**config.mk**
```make
export PLATFORM = sky130hd
export DESIGN_NAME = dma_copy_engine
export DESIGN_NICKNAME = d
export VERILOG_FILES = /design/src/rtl/dma_pkg.sv /design/src/rtl/dma_copy_engine_fifo.sv /design/src/rtl/dma_copy_engine.sv
export SDC_FILE = /design/constraint.sdc
export NUM_CORES = 1
export LEC_CHECK = 0
export CORE_MARGIN = 2
export CORE_UTILIZATION = 54
export DETAILED_ROUTE_END_ITERATION = 8
export PLACE_DENSITY = 0.81
export SLEW_MARGIN = 20
export SYNTH_ARGS = -nofsm -noshare
export SYNTH_HDL_FRONTEND = slang
export SYNTH_SLANG_ARGS = --single-unit
```
**constraint.sdc**
```tcl
create_clock -name clk_i -period 3.9 [get_ports clk_i]
set_input_delay 0.39 -clock clk_i [delete_from_list [all_inputs] [get_ports clk_i]]
set_output_delay 0.39 -clock clk_i [all_outputs]
set_load 0.02 [all_outputs]
```
**src/rtl/dma_pkg.sv**
```systemverilog
// Shared types and helpers for the DMA copy engine: the memory access width
// encoding, the engine state encoding, and the address/lane helper functions.
package dma_pkg;

  typedef enum logic [1:0] {
    BYTE      = 2'd0,
    HALF_WORD = 2'd1,
    WORD      = 2'd2
  } mem_width_t;

  typedef enum logic [2:0] {
    IDLE   = 3'd0,
    CHECK  = 3'd1,
    COPY   = 3'd2,
    DRAIN  = 3'd3,
    FINISH = 3'd4
  } dma_state_t;

  function automatic logic [2:0] width_bytes(input logic [1:0] width);
    case (width)
      BYTE:      width_bytes = 3'd1;
      HALF_WORD: width_bytes = 3'd2;
      default:   width_bytes = 3'd4;
    endcase
  endfunction

  function automatic logic misaligned(input logic [31:0] addr, input logic [1:0] width);
    case (width)
      BYTE:      misaligned = 1'b0;
      HALF_WORD: misaligned = addr[0];
      default:   misaligned = |addr[1:0];
    endcase
  endfunction

  // Rotate a word left by whole byte lanes.
  function automatic logic [31:0] rotl_bytes(input logic [31:0] d, input logic [1:0] n);
    case (n)
      2'd0:    rotl_bytes = d;
      2'd1:    rotl_bytes = {d[23:0], d[31:24]};
      2'd2:    rotl_bytes = {d[15:0], d[31:16]};
      default: rotl_bytes = {d[7:0],  d[31:8]};
    endcase
  endfunction

endpackage

```
**src/rtl/dma_copy_engine_fifo.sv**
```systemverilog
// Synchronous FIFO buffering load data ahead of the store side; supports
// simultaneous push and pop and a synchronous flush.
module dma_buffer_fifo #(
  parameter int DEPTH = 4,
  parameter int WIDTH = 32
) (
  input  logic                     clk_i,
  input  logic                     rst_n_i,
  input  logic                     push_i,
  input  logic                     pop_i,
  input  logic                     flush_i,
  input  logic [WIDTH-1:0]         data_i,
  output logic [WIDTH-1:0]         data_o,
  output logic                     full_o,
  output logic                     empty_o,
  output logic [$clog2(DEPTH):0]   count_o
);
  localparam int AW = $clog2(DEPTH);

  logic [WIDTH-1:0]  r_mem [DEPTH];
  logic [AW-1:0]     r_wr_ptr;
  logic [AW-1:0]     r_rd_ptr;
  logic [AW:0]       r_count;
  logic              w_push;
  logic              w_pop;

  assign full_o  = (r_count == (AW+1)'(DEPTH));
  assign empty_o = (r_count == '0);
  assign count_o = r_count;
  assign data_o  = r_mem[r_rd_ptr];
  assign w_push  = push_i && !full_o;
  assign w_pop   = pop_i && !empty_o;

  always_ff @(posedge clk_i) begin
    if (w_push) r_mem[r_wr_ptr] <= data_i;
  end

  always_ff @(posedge clk_i or negedge rst_n_i) begin
    if (!rst_n_i) begin
      r_wr_ptr <= '0;
      r_rd_ptr <= '0;
      r_count  <= '0;
    end else if (flush_i) begin
      r_wr_ptr <= '0;
      r_rd_ptr <= '0;
      r_count  <= '0;
    end else begin
      if (w_push) r_wr_ptr <= r_wr_ptr + AW'(1);
      if (w_pop)  r_rd_ptr <= r_rd_ptr + AW'(1);
      case ({w_push, w_pop})
        2'b10:   r_count <= r_count + (AW+1)'(1);
        2'b01:   r_count <= r_count - (AW+1)'(1);
        default: r_count <= r_count;
      endcase
    end
  end

  // Load issue is throttled by count + outstanding, so a push never meets a full FIFO.
  assert property (@(posedge clk_i) disable iff (!rst_n_i) !(push_i && full_o));

endmodule

```
**src/rtl/dma_copy_engine.sv**
```systemverilog
// Block-copy bus initiator: loads run ahead into a small FIFO, stores drain it
// with byte-lane rotation; one memory port is shared so load and store never coincide.
//
// state  | meaning
// IDLE   | waiting for start_i
// CHECK  | alignment / zero-length / early-abort check on latched job
// COPY   | issuing loads and stores
// DRAIN  | aborted: wait for outstanding responses, FIFO flushed
// FINISH | done_o pulse, back to IDLE
module dma_copy_engine
  import dma_pkg::*;
#(
  parameter int BUFFER_DEPTH = 4,
  parameter int LEN_WIDTH    = 16
) (
  input  logic                 clk_i,
  input  logic                 rst_n_i,
  input  logic                 start_i,
  input  logic                 abort_i,
  input  logic [31:0]          src_address_i,
  input  logic [31:0]          dst_address_i,
  input  logic [LEN_WIDTH-1:0] length_i,
  input  logic [1:0]           width_i,
  output logic                 busy_o,
  output logic                 done_o,
  output logic                 error_o,
  output logic                 aborted_o,
  output logic [31:0]          load_address_o,
  output logic                 load_request_o,
  output logic [1:0]           load_width_o,
  input  logic [31:0]          load_data_i,
  input  logic                 load_valid_i,
  output logic [31:0]          store_address_o,
  output logic [31:0]          store_data_o,
  output logic [1:0]           store_width_o,
  output logic                 store_request_o,
  input  logic                 store_done_i
);
  localparam int CW = $clog2(BUFFER_DEPTH) + 1;

  dma_state_t           r_state;
  logic [31:0]          r_src;
  logic [31:0]          r_dst;
  logic [1:0]           r_src_lane;
  logic [1:0]           r_width;
  logic [LEN_WIDTH-1:0] r_len;
  logic [LEN_WIDTH-1:0] r_loads_issued;
  logic [LEN_WIDTH-1:0] r_stores_done;
  logic                 r_load_out;
  logic                 r_store_out;
  logic                 r_last_store;
  logic                 r_error;
  logic                 r_aborted;

  logic                 w_push;
  logic                 w_flush;
  logic                 w_full;
  logic                 w_empty;
  logic [CW-1:0]        w_count;
  logic [CW-1:0]        w_inflight;
  logic [31:0]          w_head;
  logic [31:0]          w_step;
  logic                 w_load_elig;
  logic                 w_store_elig;
  logic                 w_load_gnt;
  logic                 w_store_gnt;

  dma_buffer_fifo #(.DEPTH(BUFFER_DEPTH), .WIDTH(32)) u_fifo (
    .clk_i   (clk_i),
    .rst_n_i (rst_n_i),
    .push_i  (w_push),
    .pop_i   (w_store_gnt),
    .flush_i (w_flush),
    .data_i  (load_data_i),
    .data_o  (w_head),
    .full_o  (w_full),
    .empty_o (w_empty),
    .count_o (w_count)
  );

  assign w_step     = {29'd0, width_bytes(r_width)};
  assign w_inflight = w_count + {{(CW-1){1'b0}}, r_load_out};
  assign w_push     = r_load_out && load_valid_i && (r_state == COPY) && !w_full;
  assign w_flush    = (r_state == DRAIN);

  assign w_load_elig  = (r_state == COPY) && !abort_i && (r_loads_issued < r_len) &&
                        !r_load_out && (w_inflight < CW'(BUFFER_DEPTH));
  assign w_store_elig = (r_state == COPY) && !abort_i && !w_empty && !r_store_out;

  always_comb begin
    w_load_gnt  = 1'b0;
    w_store_gnt = 1'b0;
    if (w_load_elig && w_store_elig) begin
      if (w_inflight == CW'(BUFFER_DEPTH)) w_store_gnt = 1'b1;
      else if (r_last_store)               w_load_gnt  = 1'b1;
      else                                 w_store_gnt = 1'b1;
    end else begin
      w_load_gnt  = w_load_elig;
      w_store_gnt = w_store_elig;
    end
  end

  assign load_request_o  = w_load_gnt;
  assign load_address_o  = r_src;
  assign load_width_o    = r_width;
  assign store_request_o = w_store_gnt;
  assign store_address_o = r_dst;
  assign store_width_o   = r_width;
  // Source lane of the element at the FIFO head lands on its destination lane.
  assign store_data_o    = w_store_gnt ? rotl_bytes(w_head, r_dst[1:0] - r_src_lane) : 32'd0;

  assign busy_o    = (r_state == CHECK) || (r_state == COPY) || (r_state == DRAIN);
  assign done_o    = (r_state == FINISH);
  assign error_o   = r_error;
  assign aborted_o = r_aborted;

  always_ff @(posedge clk_i or negedge rst_n_i) begin
    if (!rst_n_i) begin
      r_state        <= IDLE;
      r_src          <= '0;
      r_dst          <= '0;
      r_src_lane     <= '0;
      r_width        <= '0;
      r_len          <= '0;
      r_loads_issued <= '0;
      r_stores_done  <= '0;
      r_load_out     <= 1'b0;
      r_store_out    <= 1'b0;
      r_last_store   <= 1'b0;
      r_error        <= 1'b0;
      r_aborted      <= 1'b0;
    end else begin
      if (w_load_gnt)        r_load_out <= 1'b1;
      else if (load_valid_i) r_load_out <= 1'b0;
      if (w_store_gnt)       r_store_out <= 1'b1;
      else if (store_done_i) r_store_out <= 1'b0;

      if (w_load_gnt) begin
        r_src          <= r_src + w_step;
        r_loads_issued <= r_loads_issued + LEN_WIDTH'(1);
        r_last_store   <= 1'b0;
      end
      if (w_store_gnt) begin
        r_dst          <= r_dst + w_step;
        r_src_lane     <= r_src_lane + w_step[1:0];
        r_last_store   <= 1'b1;
      end
      if (r_store_out && store_done_i) r_stores_done <= r_stores_done + LEN_WIDTH'(1);

      case (r_state)
        IDLE: if (start_i) begin
          r_src          <= src_address_i;
          r_dst          <= dst_address_i;
          r_src_lane     <= src_address_i[1:0];
          r_width        <= width_i;
          r_len          <= length_i;
          r_loads_issued <= '0;
          r_stores_done  <= '0;
          r_last_store   <= 1'b0;
          r_error        <= 1'b0;
          r_aborted      <= 1'b0;
          r_state        <= CHECK;
        end
        CHECK: begin
          if (misaligned(r_src, r_width) || misaligned(r_dst, r_width)) begin
            r_error <= 1'b1;
            r_state <= FINISH;
          end else if (abort_i) begin
            r_aborted <= 1'b1;
            r_state   <= FINISH;
          end else if (r_len == '0) begin
            r_state <= FINISH;
          end else begin
            r_state <= COPY;
          end
        end
        COPY: begin
          if (abort_i) begin
            r_aborted <= 1'b1;
            r_state   <= DRAIN;
          end else if ((r_stores_done == r_len) && !r_store_out) begin
            r_state <= FINISH;
          end
        end
        DRAIN:   if (!r_load_out && !r_store_out) r_state <= FINISH;
        FINISH:  r_state <= IDLE;
        default: r_state <= IDLE;
      endcase
    end
  end

endmodule
```
==> results of run 1 <==
[report_power, final]
group	total, mW	leakage, nW	switching, mW	internal [mW]
Clock	2.67	0.452	1.09	1.58
Sequential	3.96	2.79	0.602	3.35
Combinational	5.67	3.24	2.87	2.80
[placed cells by master, fill, tap and decap left out, drive strengths merged, types with 15 or more instances in the layout]
| cell | count |
|---|---|
| dlygate4sd2 | 32 |
| or3 | 18 |
| o21ai | 69 |
| and3 | 48 |
| clkinv | 15 |
| edfxtp | 128 |
| buf | 27 |
| nand4 | 25 |
| nand2 | 113 |
| nor2 | 71 |
| mux4 | 64 |
| clkbuf | 30 |
| nand3 | 43 |
| ha | 32 |
| nor3 | 30 |
| clkdlybuf4s50 | 191 |
| xnor2 | 68 |
| dfrtp | 131 |
| nor4 | 16 |
| xor2 | 17 |
| inv | 38 |
| a21oi | 47 |
[worst min-delay path, cell delays in order]
cell and delay [ns]:
clkdlybuf4s50_1 0.40, nand2_1 0.06, nand2_1 0.04
[through the flow]
stage | hold slack (ns) | instance area (sq um) | power, mW | instances
6_report | 0.3784 | 17000 | 12.30 | 1695
5_1_grt | 0.3939 | 16990 | 12.99 | 1692
4_1_cts | 0.3684 | 16980 | 12.35 | 1691
3_5_place_dp | 0.4976 | 16050 | 9.645 | 1637
3_3_place_gp | 0.4975 | 16050 | 9.554 | 1637
2_1_floorplan | 0.09441 | 13400 | 7.670 | 1129
[cell families (layout without fill, tap and decap cells)]
logic type / count (synthesis) / after routing / synth area share, %
other cells: 0 / 4 / 0
buf+inv: 104 / 342 / 3.146
fa+ha+maj: 35 / 35 / 3.435
simple gates: 422 / 422 / 17.04
mux: 69 / 69 / 11.13
xor+xnor: 85 / 85 / 5.554
flops: 259 / 259 / 53.13
compound gates: 155 / 155 / 6.562
[registers in the layout (all words and copies together) (netlist names), 3 cells and up]
register         count
u_fifo.r_mem       128
r_stores_done       16
r_len               16
load_address_o      32
r_loads_issued      16
u_fifo.count_o       3
store_address_o     32
r_state              3
[path summary, 6_finish.rpt]
check	cells after the start	start	slack, ns	endpoint
setup / recovery	10	r_load_out	0.07	store_data_o[30]
max in group asynchronous	3	rst_n_i	2.53	store_address_o[30]
hold reg to reg	2	aborted_o	0.51	aborted_o
setup reg to reg	13	r_load_out	0.32	u_fifo.count_o[2]
min in group asynchronous	2	rst_n_i	0.46	r_stores_done[3]
hold / removal	3	length_i[0]	0.38	r_len[0]
[timing repair]
action,CTS,global route
pin swaps,1,0
gates resized for setup,38,2
gates cloned,0,0
hold endpoints to repair,81,0
hold buffers,1,0
buffers inserted,1,0
setup endpoints to repair,33,2
[layer usage]
metal | vias up | global-route usage [%] | wire length, microns
met3 | 103 | 4.700 | 1955
met2 | 363 | 43.18 | 17000
met5 | - | 0 | 0
met1 | 4992 | 34.33 | 13540
li1 | 4630 | - | -
met4 | 0 | 12.22 | 1507
[final cells by class]
cell class | count | share of cell area (%)
tap | 324 | 2.385
antenna | 4 | 0.05889
sequential | 259 | 41.91
clock buffer | 30 | 4.166
multi-input combinational | 766 | 34.80
clock inverter | 22 | 1.303
inverter | 38 | 0.8392
timing repair buffer | 252 | 14.54
==> impl_metrics.toml, run 1 <==
[outcome]
status = "complete, no violations"

[sta]
fin_crit_ns = 3.828
report.final.hold_viol_count = 0
rsz0062_at_grt = "false"
max-slew-margin-rel_pct = 48.16
clock.fmax_mhz = 261.2
finalSetupViolCount = 0
skew_ns = 0.008184
setup_slack_ns = 0.07207
tns_ns = 0
fin_crit_sh_pct = 98.15
drv_slew = 0
worst_pin_slew_ns = 0.7706

[drt]
antenna_left = 0
wirelength_microns = 34010
vias = 10090
wl_per_cell_microns = 20.06
viasPerCell = 5.952
drt-initial-drc-count = 911
remaining_drc_errors = 0
dr.pass1.iters = 5

[die]
row_count = 57
die_area_sq_mm = 0.02610
dieWidth_microns = 161.6
core_area_sq_mm = 0.02432
die_y_microns = 161.6
start_util_pct = 55.12
io_pins = 226

[clocking]
clk_latency_ns = 0.55
cts_buffer_depth = 3
path_clk_slew_ns = 0.06
cts_inserted_buffers = 28
cts_tree = "built"
cts_sinks = 259
h-tree-depth = 1
ctsRootBufferMaster = "clkbuf_16"

[final_layout]
multi_input_area_sq_mm = 0.005914
nets = 1500
fin_util_pct = 69.89
drive_above_1_share_pct = 12.51
syn_to_final_growth_pct = 26.81
n_fill_cell = 1663
layout.area.seq_sq_mm = 0.007124

[yosys]
synth_edf_count = 128
syn_inst = 1129
postSynthAreaPerCell_sq_um = 11.87
ys_ff_latch = 259
yosysMostFrequentCell = "dfrtp_1"
synthTopCellsByArea = "edfxtp_1, dfrtp_1, mux4_2"
ys_types = 59
ys.warnings.count = 0
yosysTopAreaCell = "edfxtp_1"
async_reset_ff_share_pct = 50.58
synth_top_area_share_pct = 28.68
synth.net_count = 1284
synth_area_sq_mm = 0.01340
synthFlopType = "dfrtp_1"
ys_seq_area_share_pct = 53.13
synth_common_cells = "dfrtp_1, edfxtp_1, nand2_1"

[placement]
hpwl_microns = 23320
port_buffers = 225
place.gp.congestion = 0.8621
place_ws_ns = 0.05993

[hold_path]
min_path_type = "input port to register"

[pwr]
power.density_mw_per_mm2 = 723.4
ir_drop_mv = 0.4704
total_leakage_power_nw = 6.481

[critical_path]
crit_path_max_fanout = 40
cp_slowest_stage_delay_ns = 0.52
crit_slowest_cell = "or4b_4"
cp-start-kind = "register"
crit_arrival_ns = 3.44
crit_type = "register to output port"
critPathCaptureType = "output port"
cp_common_cell = "ha_1"
crit_chain = "ha_1 > ha_1 > xnor2_2 > or4b_4 > a211oi_2 > nand4_1 > buf_4 > buf_12 > and3_1 > dlygate4sd2_1"
path_buf_inv = 3
required_ns = 3.51
cpLargestDelayFamily = "simple AND/OR/NAND/NOR gates"

[run]
cap_violations = 0

[grt]
grt_max_degree = 84
grt_pass1_wl_microns = 54480
grt_pass1_vias = 10030
gr-usage-all-layers_pct = 26.30
overflow = 0
antenna_found_initial = 3
(Power assumes the default switching activity.)
==> run 2: changes to the inputs <==
- CORE_ASPECT_RATIO: default -> 2
==> run 2 against run 1 <==
Final cell count rose by 0.29%. Power down 0.57%. Final area down 0.35%. Critical path depth shrank 1. First-iteration DRC count fell by 16%. Sequential cell count is the same. Register-to-register slack better by 0.09 ns. Die area rose by 0.29%. Wire length up 4.9%.
==> impl_metrics.toml, run 2 (same netlist as run 1, synthesis figures left out) <==
[grt]
grt_pass1_wl_microns = 55290
grt_pass1_vias = 10420
overflow = 0
grt_max_degree = 95
antenna_found_initial = 5
gr-usage-all-layers_pct = 27.49

[critical_path]
crit_chain = "inv_1 > ha_1 > and4_1 > nand2_1 > or4_1 > nand4_1 > buf_12 > and3_1 > dlygate4sd2_1"
crit_slowest_cell = "or4_1"
cp_slowest_stage_delay_ns = 0.63
crit_arrival_ns = 3.33
cp-start-kind = "register"
crit_path_max_fanout = 40
crit_type = "register to output port"
required_ns = 3.51
critPathCaptureType = "output port"

[die]
start_util_pct = 54.88
die_y_microns = 226.8
dieWidth_microns = 115.4
core_area_sq_mm = 0.02442
die_area_sq_mm = 0.02618
io_pins = 226
row_count = 81

[final_layout]
fin_util_pct = 69.35
layout_commonest_cell = "clkdlybuf4s50_1"
regMostFlops = "u_fifo.r_mem"
drive_above_1_share_pct = 12.11
most-common-layout-cells = "clkdlybuf4s50_1, dfrtp_1, edfxtp_1"
n_fill_cell = 1750
syn_to_final_growth_pct = 26.37
largest_reg_flops = 128
nets = 1500

[clocking]
path_clk_slew_ns = 0.06
clk_latency_ns = 0.53
postCtsSetupRepairBufs = 0
cts_tree = "built"
cts_inserted_buffers = 24
h-tree-depth = 1
cts_sinks = 259
ctsRootBufferMaster = "clkbuf_16"
cts_buffer_depth = 3

[sta]
tns_ns = 0
worst_pin_slew_ns = 0.9299
clock.fmax_mhz = 268.6
max-slew-margin-rel_pct = 38.01
report.final.hold_viol_count = 0
rsz0062_at_grt = "false"
skew_ns = 0.01109
finalSetupViolCount = 0
drv_slew = 0
fin_crit_ns = 3.722
fin_crit_sh_pct = 95.44

[drt]
vias = 10200
viasPerCell = 5.998
dr.pass1.iters = 7
antenna_left = 0
wirelength_microns = 35680
remaining_drc_errors = 0
wl_per_cell_microns = 20.99
drt-initial-drc-count = 763

[pwr]
p_total_mw = 12.23
ir_drop_mv = 0.5746
total_leakage_power_nw = 6.439
power.density_mw_per_mm2 = 721.8

[run]
cap_violations = 0

[placement]
place.gp.congestion = 0.9070
port_buffers = 225
hpwl_microns = 25690

[outcome]
status = "complete, no violations"

[hold_path]
min_path_type = "input port to register"
-- run 2: path summary, 6_finish.rpt --
check                             startpoint                 to  slack (ns)  depth (start not counted)
setup / recovery                   r_len[11]   store_data_o[31]        0.18                          9
hold / removal                    width_i[0]    load_width_o[0]        0.39                          3
setup reg to reg           u_fifo.count_o[0]  u_fifo.count_o[2]        0.41                         13
hold reg to reg                    aborted_o          aborted_o        0.52                          2
max in group asynchronous            rst_n_i  load_address_o[8]        2.52                          3
min in group asynchronous            rst_n_i          aborted_o        0.50                          2
-- run 2: final cells by class --
class	instances	area (sq um)	area share, %
sequential	259	7123	42.05
antenna	5	12.51	0.07387
timing repair buffer	256	2514	14.84
inverter	38	142.6	0.8421
tap	332	415.4	2.452
clock buffer	30	644.4	3.804
multi-input combinational	766	5909	34.89
clock inverter	14	177.7	1.049
-- run 2: what timing repair did --
action / 4_1_cts / 5_1_grt
pin swaps: 0 / 1
endpoints found under the setup margin: 32 / 1
hold buffers: 1 / 0
hold endpoints to repair: 52 / 0
gates resized for setup: 32 / 2
-- run 2: report_power, final --
group          switching, mW  internal, mW  leakage, nW
sequential             0.626          3.35         2.79
combinational           2.97          2.82         3.27
clock                   1.02          1.44        0.382
total                   4.61          7.61         6.44
-- run 2: critical path: cells and delay by family (launching register included) --
kind | cells | cell delay [ns]
simple gates | 5 | 1.38
buf+inv | 3 | 0.66
fa+ha+maj | 1 | 0.32
flops | 1 | 0.43
-- run 2: layer usage --
layer / wire, microns / vias to the layer above / track usage [%]
met4: 1862 / 0 / 14.46
li1: - / 4617 / -
met3: 1901 / 91 / 3.261
met1: 12150 / 5115 / 29.98
met2: 19760 / 373 / 50.91
met5: 0 / - / 0
-- run 2: through the flow --
stage	instances	setup slack (ns)	cell area [sq um]	hold WS, ns
after floorplan	1129	0.4618	13400	0.09441
after global placement	1650	0.1535	16120	0.4925
after detailed placement	1650	0.04383	16120	0.5020
after CTS	1695	0.003575	16920	0.3694
after global routing	1700	0.04390	16940	0.4062
final	1700	0.1777	16940	0.3913
